### config.mk
export PLATFORM = sky130hd
export DESIGN_NAME = branch_ctrl
export DESIGN_NICKNAME = d
export VERILOG_FILES = /design/src/rtl/rv32i_types.sv /design/src/rtl/branch_ctrl_cmp.sv /design/src/rtl/branch_ctrl.sv
export SDC_FILE = /design/constraint.sdc
export NUM_CORES = 1
export LEC_CHECK = 0
export ABC_CLOCK_PERIOD_IN_PS = 8600
export BUFFER_PORTS_ARGS = -buffer_cell sky130_fd_sc_hd__buf_4
export CELL_PAD_IN_SITES_DETAIL_PLACEMENT = 0
export CELL_PAD_IN_SITES_GLOBAL_PLACEMENT = 2
export CORE_ASPECT_RATIO = 0.8
export CORE_MARGIN = 2
export CORE_UTILIZATION = 35
export CTS_CLUSTER_SIZE = 28
export DETAILED_ROUTE_END_ITERATION = 12
export PLACE_DENSITY_LB_ADDON = 0.1
export SYNTH_ARGS = -nofsm -noshare
export SYNTH_HDL_FRONTEND = slang
export SYNTH_SLANG_ARGS = --single-unit
### constraint.sdc
create_clock -name clk -period 8.6 [get_ports clk]
set_input_delay 1.72 -clock clk [delete_from_list [all_inputs] [get_ports clk]]
set_output_delay 1.72 -clock clk [all_outputs]
set_load 0.1 [all_outputs]
### src/rtl/rv32i_types.sv
// Shared RV32I types: operand word, branch condition encoding and the
// branch-controller recovery state.
package rv32i_types;

    typedef logic [31:0] rv32i_word;

    typedef enum logic [2:0] {
        beq  = 3'b000,
        bne  = 3'b001,
        blt  = 3'b100,
        bge  = 3'b101,
        bltu = 3'b110,
        bgeu = 3'b111
    } branch_funct3_t;

    typedef enum logic [1:0] {
        IDLE     = 2'd0,
        REDIRECT = 2'd1,
        FLUSH    = 2'd2
    } brctl_state_t;

    // 2-bit saturating direction counter step.
    function automatic logic [1:0] bht_step(input logic [1:0] ctr, input logic taken);
        logic [1:0] nxt;
        nxt = ctr;
        if (taken && ctr != 2'b11) begin
            nxt = ctr + 2'b01;
        end else if (!taken && ctr != 2'b00) begin
            nxt = ctr - 2'b01;
        end
        return nxt;
    endfunction

endpackage

### src/rtl/branch_ctrl_cmp.sv
// Branch comparator shared with the EX stage: evaluates the funct3 condition
// between the forwarded rs1 and the rs2/immediate mux output.
module cmp
    import rv32i_types::*;
(
    input  branch_funct3_t cmpop,
    input  rv32i_word      rs1_out,
    input  rv32i_word      cmpmux_out,
    output logic           br_en
);

    always_comb begin
        br_en = 1'b0;
        case (cmpop)
            beq:     br_en = (rs1_out == cmpmux_out);
            bne:     br_en = (rs1_out != cmpmux_out);
            blt:     br_en = ($signed(rs1_out) < $signed(cmpmux_out));
            bge:     br_en = ($signed(rs1_out) >= $signed(cmpmux_out));
            bltu:    br_en = (rs1_out < cmpmux_out);
            bgeu:    br_en = (rs1_out >= cmpmux_out);
            default: br_en = 1'b0;
        endcase
    end

endmodule

### src/rtl/branch_ctrl.sv
// EX-stage branch resolution: resolves branches/jumps, trains a 2-bit BHT
// for fetch prediction and sequences redirect + fixed-length flush recovery.
module branch_ctrl
    import rv32i_types::*;
#(
    parameter int BHT_IDX_BITS = 6,
    parameter int FLUSH_CYCLES = 2
) (
    input  logic           clk,
    input  logic           rst_n,
    input  logic           ex_valid,
    input  logic           ex_is_br,
    input  logic           ex_is_jmp,
    input  branch_funct3_t ex_funct3,
    input  rv32i_word      ex_rs1,
    input  rv32i_word      ex_rs2,
    input  rv32i_word      ex_pc,
    input  rv32i_word      ex_target,
    input  logic           ex_pred_taken,
    input  rv32i_word      if_pc,
    output logic           if_pred_taken,
    output logic           redirect_valid,
    input  logic           redirect_ready,
    output rv32i_word      redirect_pc,
    output logic           flush,
    output logic           stall_ex,
    output logic [31:0]    br_count,
    output logic [31:0]    mispred_count,
    output brctl_state_t   dbg_state
);

    localparam int         BHT_ENTRIES = 1 << BHT_IDX_BITS;
    localparam logic [3:0] FLUSH_LOAD  = 4'(FLUSH_CYCLES - 1);

    brctl_state_t state_q, state_d;
    rv32i_word    redirect_pc_q, redirect_pc_d;
    logic [3:0]   flush_cnt_q, flush_cnt_d;
    logic [31:0]  br_count_q, br_count_d;
    logic [31:0]  mispred_count_q, mispred_count_d;
    logic [1:0]   bht_q [BHT_ENTRIES];

    logic                    br_en;
    logic                    actual_taken;
    logic                    mispred;
    rv32i_word               correct_pc;
    logic                    bht_we;
    logic [BHT_IDX_BITS-1:0] ex_idx;
    logic [BHT_IDX_BITS-1:0] if_idx;
    logic                    unused_pc_bits;

    cmp u_cmp (
        .cmpop      (ex_funct3),
        .rs1_out    (ex_rs1),
        .cmpmux_out (ex_rs2),
        .br_en      (br_en)
    );

    assign ex_idx         = ex_pc[BHT_IDX_BITS+1:2];
    assign if_idx         = if_pc[BHT_IDX_BITS+1:2];
    assign unused_pc_bits = ^{if_pc[31:BHT_IDX_BITS+2], if_pc[1:0], ex_target[0]};

    // Jumps always redirect: fetch never predicts their target.
    assign actual_taken = ex_is_jmp ? 1'b1 : br_en;
    assign mispred      = ex_is_jmp || (ex_is_br && (actual_taken != ex_pred_taken));
    assign correct_pc   = actual_taken ? {ex_target[31:1], 1'b0} : (ex_pc + 32'd4);

    // No bypass: a same-cycle update of if_pc's entry is seen next cycle.
    assign if_pred_taken = bht_q[if_idx][1];

    // Redirect handshake: redirect_pc is offered with redirect_valid=1 and held
    // unchanged until a cycle where redirect_ready=1; that cycle is the transfer.
    assign redirect_valid = (state_q == REDIRECT);
    assign stall_ex       = (state_q == REDIRECT);
    assign flush          = (state_q != IDLE);
    assign redirect_pc    = redirect_pc_q;
    assign br_count       = br_count_q;
    assign mispred_count  = mispred_count_q;
    assign dbg_state      = state_q;

    always_comb begin
        state_d         = state_q;
        redirect_pc_d   = redirect_pc_q;
        flush_cnt_d     = flush_cnt_q;
        br_count_d      = br_count_q;
        mispred_count_d = mispred_count_q;
        bht_we          = 1'b0;
        case (state_q)
            IDLE: begin
                if (ex_valid) begin
                    br_count_d = br_count_q + 32'd1;
                    bht_we     = ex_is_br;
                    if (mispred) begin
                        mispred_count_d = mispred_count_q + 32'd1;
                        redirect_pc_d   = correct_pc;
                        state_d         = REDIRECT;
                    end
                end
            end
            REDIRECT: begin
                if (redirect_ready) begin
                    flush_cnt_d = FLUSH_LOAD;
                    state_d     = FLUSH;
                end
            end
            FLUSH: begin
                if (flush_cnt_q == 4'd0) begin
                    state_d = IDLE;
                end else begin
                    flush_cnt_d = flush_cnt_q - 4'd1;
                end
            end
            default: state_d = IDLE;
        endcase
    end

    always_ff @(posedge clk or negedge rst_n) begin
        if (!rst_n) begin
            state_q         <= IDLE;
            redirect_pc_q   <= '0;
            flush_cnt_q     <= '0;
            br_count_q      <= '0;
            mispred_count_q <= '0;
            for (int i = 0; i < BHT_ENTRIES; i++) begin
                bht_q[i] <= 2'b01;
            end
        end else begin
            state_q         <= state_d;
            redirect_pc_q   <= redirect_pc_d;
            flush_cnt_q     <= flush_cnt_d;
            br_count_q      <= br_count_d;
            mispred_count_q <= mispred_count_d;
            if (bht_we) begin
                bht_q[ex_idx] <= bht_step(bht_q[ex_idx], actual_taken);
            end
        end
    end

endmodule

Word level (Yosys, flattened, before mapping)
Cells that the tools add are included.
{ "op_classes": {"add_sub_neg": 6, "order_cmp": 7, "eq_ne": 16, "n_mux": 25, "bitwise": 2, "n_reduce_logical": 16} }
{ "op_table": {"columns": ["op", "n"], "rows": [
  ["$bwmux W128", 1],
  ["$add A32 B1 Y32 const B", 2],
  ["$ge A32 B32 Y1", 2],
  ["$lt A32 B32 Y1", 2],
  ["$add A32 B3 Y32 const B", 1],
  ["$eq A32 B32 Y1", 1],
  ["$mux W32", 1],
  ["$ne A32 B32 Y1", 1],
  ["$bmux W2 S6", 2],
  ["$mux W2", 12],
  ["$ge A7 B7 Y1 const B", 2],
  ["$not A6 Y7", 2],
  ["$demux W2 S6", 1],
  ["$eq A3 B3 Y1 const B", 4],
  ["$ne A2 B2 Y1 const B", 5],
  ["$mux W4", 2],
  ["$pmux W4 S2", 1],
  ["$lt A7 B1 Y1 const B", 1],
  ["$pmux W1 S6", 1],
  ["$pmux W2 S3", 1],
  ["$reduce_and A3 Y1", 2],
  ["$reduce_bool A2 Y1", 3],
  ["$logic_and A1 B1 Y1", 4],
  ["$logic_not A4 Y1", 1],
  ["15 further kinds", 17]
]} }
{ "totals": {"regBits": 230, "word_cells": 141} }

Logic depth before layout (Yosys ltp)
Gate-level depths: netlist (run 1).
{ "depth": {"ltp_word": 10, "mapped_depth": 16, "ltp_nobuf": 13} }

Cells and area by module
Synthesis (run 1) repeated with hierarchy kept, for this count alone.
{ "unflattened": {"cells_unflattened": 1334, "area_unflattened_um2": 12917.4} }
{ "by_module_without_submodules": {"columns": ["module", "n_inst", "cells_each", "area_each_um2"], "rows": [
  ["branch_ctrl", 1, 1206, 11994.0],
  ["cmp", 1, 128, 923.4]
]} }

Worst setup path after synthesis (run 1)
OpenSTA, ideal clock, no wires.
{ "synth_path": {"path_type": "in2out", "startpoint": "input if_pc[2]", "endpoint": "output if_pred_taken", "arrival_ps": 4407, "required_ps": 6880, "path_slack_ps": 2473, "cell_stages": 5, "n_path_buf": 2, "cell_sequence": "clkbuf_1 > buf_1 > mux4_2 > mux4_2 > mux4_2"} }
{ "synth_via": {"elab_chain_cells": 4} }
{ "synth_lines": {"columns": ["item", "line_no", "source"], "rows": [
  ["start, declared", "branch_ctrl.sv:20", "input rv32i_word if_pc,"],
  ["$not A6 Y7 (not written as such)", "branch_ctrl.sv:68", "assign if_pred_taken = bht_q[if_idx][1];"],
  ["$bmux W2 S6", "branch_ctrl.sv:68", null],
  ["$mux W2 (not written as such) (2 in series)", "branch_ctrl.sv:68", null],
  ["end, declared", "branch_ctrl.sv:21", "output logic if_pred_taken,"]
]} }
Every way passes these cells. The select of a mux whose other input is x is not followed.

Worst setup path after layout (run 1)
{ "layout_path": {"startpoint": "input ex_pc[2]", "endpoint": "register bht_q[110] in the netlist's numbering"} }
{ "layout_via": {"elab_chain_cells": 10, "word_cells_on_any_way": 19, "classes_between": "add/sub: 2; order compare: 2; eq/ne: 1; mux: 9; bitwise: 1; reduce/logical: 4"} }
{ "layout_lines": {"columns": ["item", "line_no", "source"], "rows": [
  ["start, declared", "branch_ctrl.sv:17", "input rv32i_word ex_pc,"],
  ["$not A6 Y7 (not written as such) (*)", "branch_ctrl.sv:133", "bht_q[ex_idx] <= bht_step(bht_q[ex_idx], actual_taken);"],
  ["parallel branches: the longest is 8 deep, another holds $sub A2 B1 Y2", null, null],
  ["$bwmux W128 (*)", "branch_ctrl.sv:133", null],
  ["end signal, assigned by index", "branch_ctrl.sv:133", null],
  ["end, declared", "branch_ctrl.sv:40", "logic [1:0] bht_q [BHT_ENTRIES];"]
]} }
Every way passes the cells marked *. The select of a mux whose other input is x is not followed.
A chain may end at the register's enable or synchronous reset.

==> results of run 1 <==
[report_power, final]
group | internal [W] | total, W | leakage [nW] | switching [W]
Sequential | 0.00129 | 0.00141 | 2.88 | 0.000123
Clock | 0.000607 | 0.00107 | 0.412 | 0.000463
Combinational | 0.000404 | 0.00168 | 3.99 | 0.00128
Total | 0.00230 | 0.00417 | 7.27 | 0.00186
[logic make-up (layout without fill, tap and decap cells)]
family | after synthesis | after routing | share of synthesized area
simple gates | 480 | 480 | 0.1728
compound gates | 268 | 268 | 0.1409
flops | 230 | 230 | 0.4486
buf+inv | 111 | 358 | 0.04001
xor+xnor | 93 | 93 | 0.06320
mux | 85 | 85 | 0.09792
fa+ha+maj | 38 | 38 | 0.03655
[per-stage QoR]
| step | setup WS, ns | util | cell area [um2] | hold slack (ns) | instances |
|---|---|---|---|---|---|
| 6_report | 2.855 | 0.4380 | 16120 | 0.4661 | 2039 |
| 5_1_grt | 2.529 | 0.4380 | 16120 | 0.4801 | 2039 |
| 4_1_cts | 2.815 | 0.4380 | 16120 | 0.4704 | 2039 |
| 3_5_place_dp | 2.233 | 0.4160 | 15310 | 0.4612 | 1991 |
| 3_3_place_gp | 2.252 | 0.4160 | 15310 | 0.4561 | 1991 |
| 2_1_floorplan | 2.473 | - | 13010 | 0.4535 | 1305 |
[critical path: stages]
cell and delay [ns]:
buf_4 0.49, nor2b_1 0.39, a22o_1 0.34, a222oi_1 0.23, o211ai_1 0.14, a222oi_1 0.34, and4_1 0.47, inv_1 0.09
ha_1 0.22, mux2i_1 0.37, xor2_4 0.85, buf_4 0.43, o21ai_2 0.10
[layout make-up]
cell class	count	area [um2]
clock inverters	11	55.05
well taps	487	609.3
flip-flops and latches	230	5836
clock buffers	37	753.2
multi-input cells	964	6706
inverters	49	183.9
repair buffers	261	1979
fillers	3570	20690
[flip-flops by register name, summed over array words and instances (netlist names)]
signal	cells
dbg_state	2
redirect_pc	32
flush_cnt_q	4
br_count	32
mispred_count	32
bht_q	128
[worst paths after layout]
path / end / cells after the start / slack (ns) / start
min in group asynchronous: mispred_count[19] / 1 / 1.14 / rst_n
worst max register to register: bht_q[110] / 10 / 4.43 / bht_q[116]
worst min-delay path: br_count[31] / 1 / 0.47 / br_count[31]
worst min register to register: br_count[31] / 1 / 0.47 / br_count[31]
max in group asynchronous: redirect_pc[31] / 2 / 5.93 / rst_n
worst max-delay path: bht_q[110] / 13 / 2.85 / ex_pc[2]
[Yosys cell counts (all sizes together), types with 5 or more instances]
master	number
nand2	279
o21ai	174
dfrtp	166
dfstp	64
xor2	63
inv	48
mux2	48
ha	38
nand3	36
buf	35
nor2	34
nor3	30
xnor2	30
mux4	29
and3	28
clkbuf	27
a21oi	25
nand4	25
a22oi	17
nor4	11
a221oi	9
nor2b	9
mux2i	8
and2	7
and4	7
o211ai	7
a31oi	5
nand2b	5
[routing by layer]
layer | GRT usage | share of wire | wire length (um)
met1 | 0.2943 | 0.49 | 19240
met2 | 0.3116 | 0.44 | 17110
met3 | 0.03152 | 0.044 | 1700
met4 | 0.05011 | 0.023 | 909
met5 | 0 | 0 | 0
==> flow_summary.toml, run 1 <==
[status]
outcome = "finished clean"

[drt]
vias = 10272
drt_iter0_markers = 688
drc_errors = 0
postRouteAntennaNets = 0
wire_per_inst_um = 19.10
drt-pass1-iter-count = 5
wl_um = 38950
avgViaCountPerCell = 5.038

[synthesis]
synthTopCellsByArea = "dfrtp_1 32%, dfstp_2 13%, nand2_1 8.1%, mux4_2 5.0%, o21ai_0 4.2%"
netlist.area_leader.share = 0.3194
yosysWarningCount = 0
synth_nets = 1513
ys_ff_latch = 230
synth_area_per_cell_um2 = 9.967
yosysSeqAreaShare = 0.4486
synth_edf_count = 0
synthFlopType = "dfrtp_1"
synth_top_area_cell = "dfrtp_1"
syn_inst = 1305
syn_area_mm2 = 0.01301
synth_cell_type_count = 68
synthArstFlopShare = 1.000

[clock_network]
cts_tree = "done"
post_cts_resized = 0
htreeDepth = 1
cts_root_buf = "clkbuf_16"
clk_latency_ns = 0.55
cts_buffers = 26
clock_path_buffers = 3
path_clk_slew_ns = 0.06
cts.sinks = 230
hold_buffers = 0
post_cts_buffers = 0

[sta]
max_slew_margin = 0.1307
worst_pin_slew_ns = 1.299
finalSetupViolCount = 0
drv_slew = 0
max_freq_ghz = 0.1741
tns_ns = 0
period_minus_slack_ns = 5.745
rsz0062_at_grt = "no"
hold_violations = 0
clock-skew-final_ns = 0.01782
period_share = 0.6680

[global_route]
overflow = 0
grt_max_degree = 82
grt_pass1_wl_um = 60530
antenna_found_initial = 0
grt_usage = 0.2016
grt_pass1_vias = 10319

[place]
port_buffers = 244
hpwl_um = 27740
gp_congestion = 0.8194

[power_and_ir_drop]
vdd_drop_max_v = 0.0003221
power.total_w = 0.004166
powerDensity_mw_per_mm2 = 258.4
p_leak_nw = 7.274

[floorplan]
fp.dieW_um = 219.5
io_pins = 272
coreArea_mm2 = 0.03681
die_y_um = 176.4
start_util = 0.3534
rows = 63
dieArea_mm2 = 0.03873

[finish]
antenna_cells = 0
drive_gt1_frac = 0.3222
final_nets = 1740
mostFrequentLayoutCell = "nand2_1"
mostFrequentLayoutCells = "279 x nand2_1, 259 x buf_4, 166 x dfrtp_1"
syn2layout_area_growth_pct = 23.95

[setup_path]
cp.arrival_ns = 6.22
critPathLaunchType = "primary input"
required_ns = 9.08
path_max_fanout = 41
crit_path_end_kind = "flop"
worstSetupPathType = "primary input to flop"

[job]
maxCapViolations = 0

[hold_path]
hold_class = "flop to flop"
Power figures use the tool's default switching activity.
==> inputs of run 2 (changes only) <==
--- a/config.mk
+++ b/config.mk
@@ -5,13 +5,14 @@
 export SDC_FILE = /design/constraint.sdc
 export NUM_CORES = 1
 export LEC_CHECK = 0
-export ABC_CLOCK_PERIOD_IN_PS = 8600
+export ABC_AREA = 1
+export ABC_CLOCK_PERIOD_IN_PS = 5200
 export BUFFER_PORTS_ARGS = -buffer_cell sky130_fd_sc_hd__buf_4
 export CELL_PAD_IN_SITES_DETAIL_PLACEMENT = 0
 export CELL_PAD_IN_SITES_GLOBAL_PLACEMENT = 2
 export CORE_ASPECT_RATIO = 0.8
 export CORE_MARGIN = 2
-export CORE_UTILIZATION = 35
+export CORE_UTILIZATION = 28
 export CTS_CLUSTER_SIZE = 28
 export DETAILED_ROUTE_END_ITERATION = 12
 export PLACE_DENSITY_LB_ADDON = 0.1
==> constraint.sdc (replaced) <==
create_clock -name clk -period 5.2 [get_ports clk]
set_input_delay 1.04 -clock clk [delete_from_list [all_inputs] [get_ports clk]]
set_output_delay 1.04 -clock clk [all_outputs]
set_load 0.1 [all_outputs]
==> run 2 against run 1 <==
Clock skew hardly changed. Sequential power rose by 62%. Cell count increased by 41%. Clock power increased by 100%. Core utilization fell by 8.3 points. Register-to-register slack worse by 2.1 ns. Worst setup slack lost 2.0 ns. Via count is 30% higher. Synthesized area rose by 8.8%. Critical path type is now primary input to output port. Critical endpoint is now if_pred_taken. Largest power group unchanged.
==> flow_summary.toml, run 2 <==
[global_route]
grt_pass1_vias = 13349
grt_usage = 0.1940
grt_pass1_wl_um = 79610
antenna_found_initial = 0
grt_max_degree = 94
overflow = 0

[clock_network]
cts_buffers = 30
cts_root_buf = "clkbuf_16"
clock_path_buffers = 3
htreeDepth = 1
clk_latency_ns = 0.59
path_clk_slew_ns = 0.06
cts.sinks = 230
cts_tree = "done"
hold_buffers = 0
post_cts_resized = 0
post_cts_buffers = 0

[sta]
period_share = 0.8309
worst_pin_slew_ns = 0.8604
period_minus_slack_ns = 4.320
drv_slew = 0
rsz0062_at_grt = "no"
max_slew_margin = 0.4264
finalSetupViolCount = 0
tns_ns = 0
hold_violations = 0
max_freq_ghz = 0.2315
clock-skew-final_ns = 0.01775

[floorplan]
die_y_um = 205.1
coreArea_mm2 = 0.04978
io_pins = 272
start_util = 0.2844
fp.dieW_um = 255.4
rows = 73
dieArea_mm2 = 0.05238

[place]
dpl.cell_count = 2823
dpl_cell_area_mm2 = 0.01666
hpwl_um = 35340
port_buffers = 244
gp_congestion = 0.8207

[synthesis]
synthTopCellsByArea = "dfrtp_1 29%, nand2_1 20%, dfstp_2 12%, inv_1 5.5%, xor2_1 3.9%"
synth_edf_count = 0
ys_ff_latch = 230
yosysSeqAreaShare = 0.4123
synth_nets = 2158
syn_inst = 1950
synth.most_common_cell = "nand2_1"
yosysWarningCount = 0
synth_cell_type_count = 47
netlist.area_leader.share = 0.2935
synthFlopType = "dfrtp_1"
synthArstFlopShare = 1.000
syn_area_mm2 = 0.01415
synth_top_area_cell = "dfrtp_1"
synth_common_cells = "761 x nand2_1, 206 x inv_1, 166 x dfrtp_1, 122 x nor2_1, 88 x nor3_1"
synth_area_per_cell_um2 = 7.259

[power_and_ir_drop]
vdd_drop_max_v = 0.0002185
powerDensity_mw_per_mm2 = 400.5
p_leak_nw = 8.766

[job]
maxCapViolations = 0

[hold_path]
hold_class = "primary input to asynchronous set/reset pin"

[finish]
multiInputGateArea_mm2 = 0.007074
design_area_mm2 = 0.01766
fin_cells = 2878
final_nets = 2388
drive_gt1_frac = 0.1929
mostFrequentLayoutCells = "759 x nand2_1, 258 x buf_4, 206 x inv_1"
syn2layout_area_growth_pct = 24.74
largest_reg_flops = 128
mostFrequentLayoutCell = "nand2_1"
nFillCells = 5327
top_register = "bht_q"
regArea_mm2 = 0.005836
final_core_util = 0.3547
antenna_cells = 0

[drt]
drt_iter0_markers = 862
wire_per_inst_um = 17.68
wl_um = 50890
vias = 13317
drc_errors = 0
avgViaCountPerCell = 4.627
drt-pass1-iter-count = 5
postRouteAntennaNets = 0

[setup_path]
crit_path_end_kind = "output port"
critPathLaunchType = "primary input"
required_ns = 4.16
path_max_fanout = 35
worstSetupPathType = "primary input to output port"
cp.arrival_ns = 3.28

[status]
outcome = "finished clean"
==> run 2: final timing paths <==
| check | from | endpoint | slack, ns | depth (start not counted) |
|---|---|---|---|---|
| worst max-delay path | if_pc[2] | if_pred_taken | 0.88 | 10 |
| worst min-delay path | rst_n | mispred_count[1] | 0.45 | 1 |
| worst max register to register | bht_q[60] | bht_q[27] | 2.37 | 18 |
| worst min register to register | flush_cnt_q[3] | flush_cnt_q[3] | 0.46 | 1 |
| max in group asynchronous | rst_n | bht_q[6] | 3.67 | 2 |
| min in group clk | flush_cnt_q[3] | flush_cnt_q[3] | 0.46 | 1 |
==> run 2: cells by family (layout without fill, tap and decap cells) <==
family,Yosys count,count (layout),share of synthesized area
compound gates,183,183,0.07743
xor+xnor,88,88,0.05445
fa+ha+maj,38,38,0.03359
buf+inv,288,541,0.08937
flops,230,230,0.4123
simple gates,1123,1123,0.3329
==> run 2: routing by layer <==
layer  track usage  vias to the layer above  routed length, um
met3       0.02833                       51               2276
li1              -                     6687                  -
met5             0                        -                  0
met4       0.03718                        0                957
met2        0.3182                      285              23000
met1        0.2723                     6294              24660
==> run 2: layout make-up <==
| class | instances | area share |
|---|---|---|
| Clock buffer | 45 | 0.04854 |
| Clock inverter | 10 | 0.008149 |
| Inverter | 221 | 0.04698 |
| Multi-Input combinational cell | 1432 | 0.4007 |
| Sequential cell | 230 | 0.3305 |
| Tap cell | 675 | 0.04783 |
| Timing Repair Buffer | 265 | 0.1173 |
==> run 2: through the flow <==
stage / setup slack [ns] / power (W) / hold WS [ns]
6_report: 0.8795 / 0.007071 / 0.4464
5_1_grt: 0.6941 / 0.007394 / 0.4767
3_5_place_dp: 0.8562 / 0.004964 / 0.4525
4_1_cts: 0.9045 / 0.007164 / 0.4613
2_1_floorplan: 0.7140 / 0.004230 / 0.4327
3_3_place_gp: 0.8900 / 0.004949 / 0.4460
==> run 2: critical path: stages <==
cell and delay (ns):
buf_4 0.23, inv_1 0.39, buf_12 0.22, nor2_1 0.05, o21ai_0 0.34, o21ai_0 0.13, o22ai_1 0.17, nor2_1 0.07
o31ai_2 0.27, buf_4 0.34
==> run 2: power by group <==
part / switching (W) / total (W) / leakage [nW] / internal (W)
combinational: 0.00206 / 0.00264 / 5.42 / 0.000572
sequential: 0.000189 / 0.00228 / 2.86 / 0.00209
clock: 0.000877 / 0.00216 / 0.479 / 0.00128
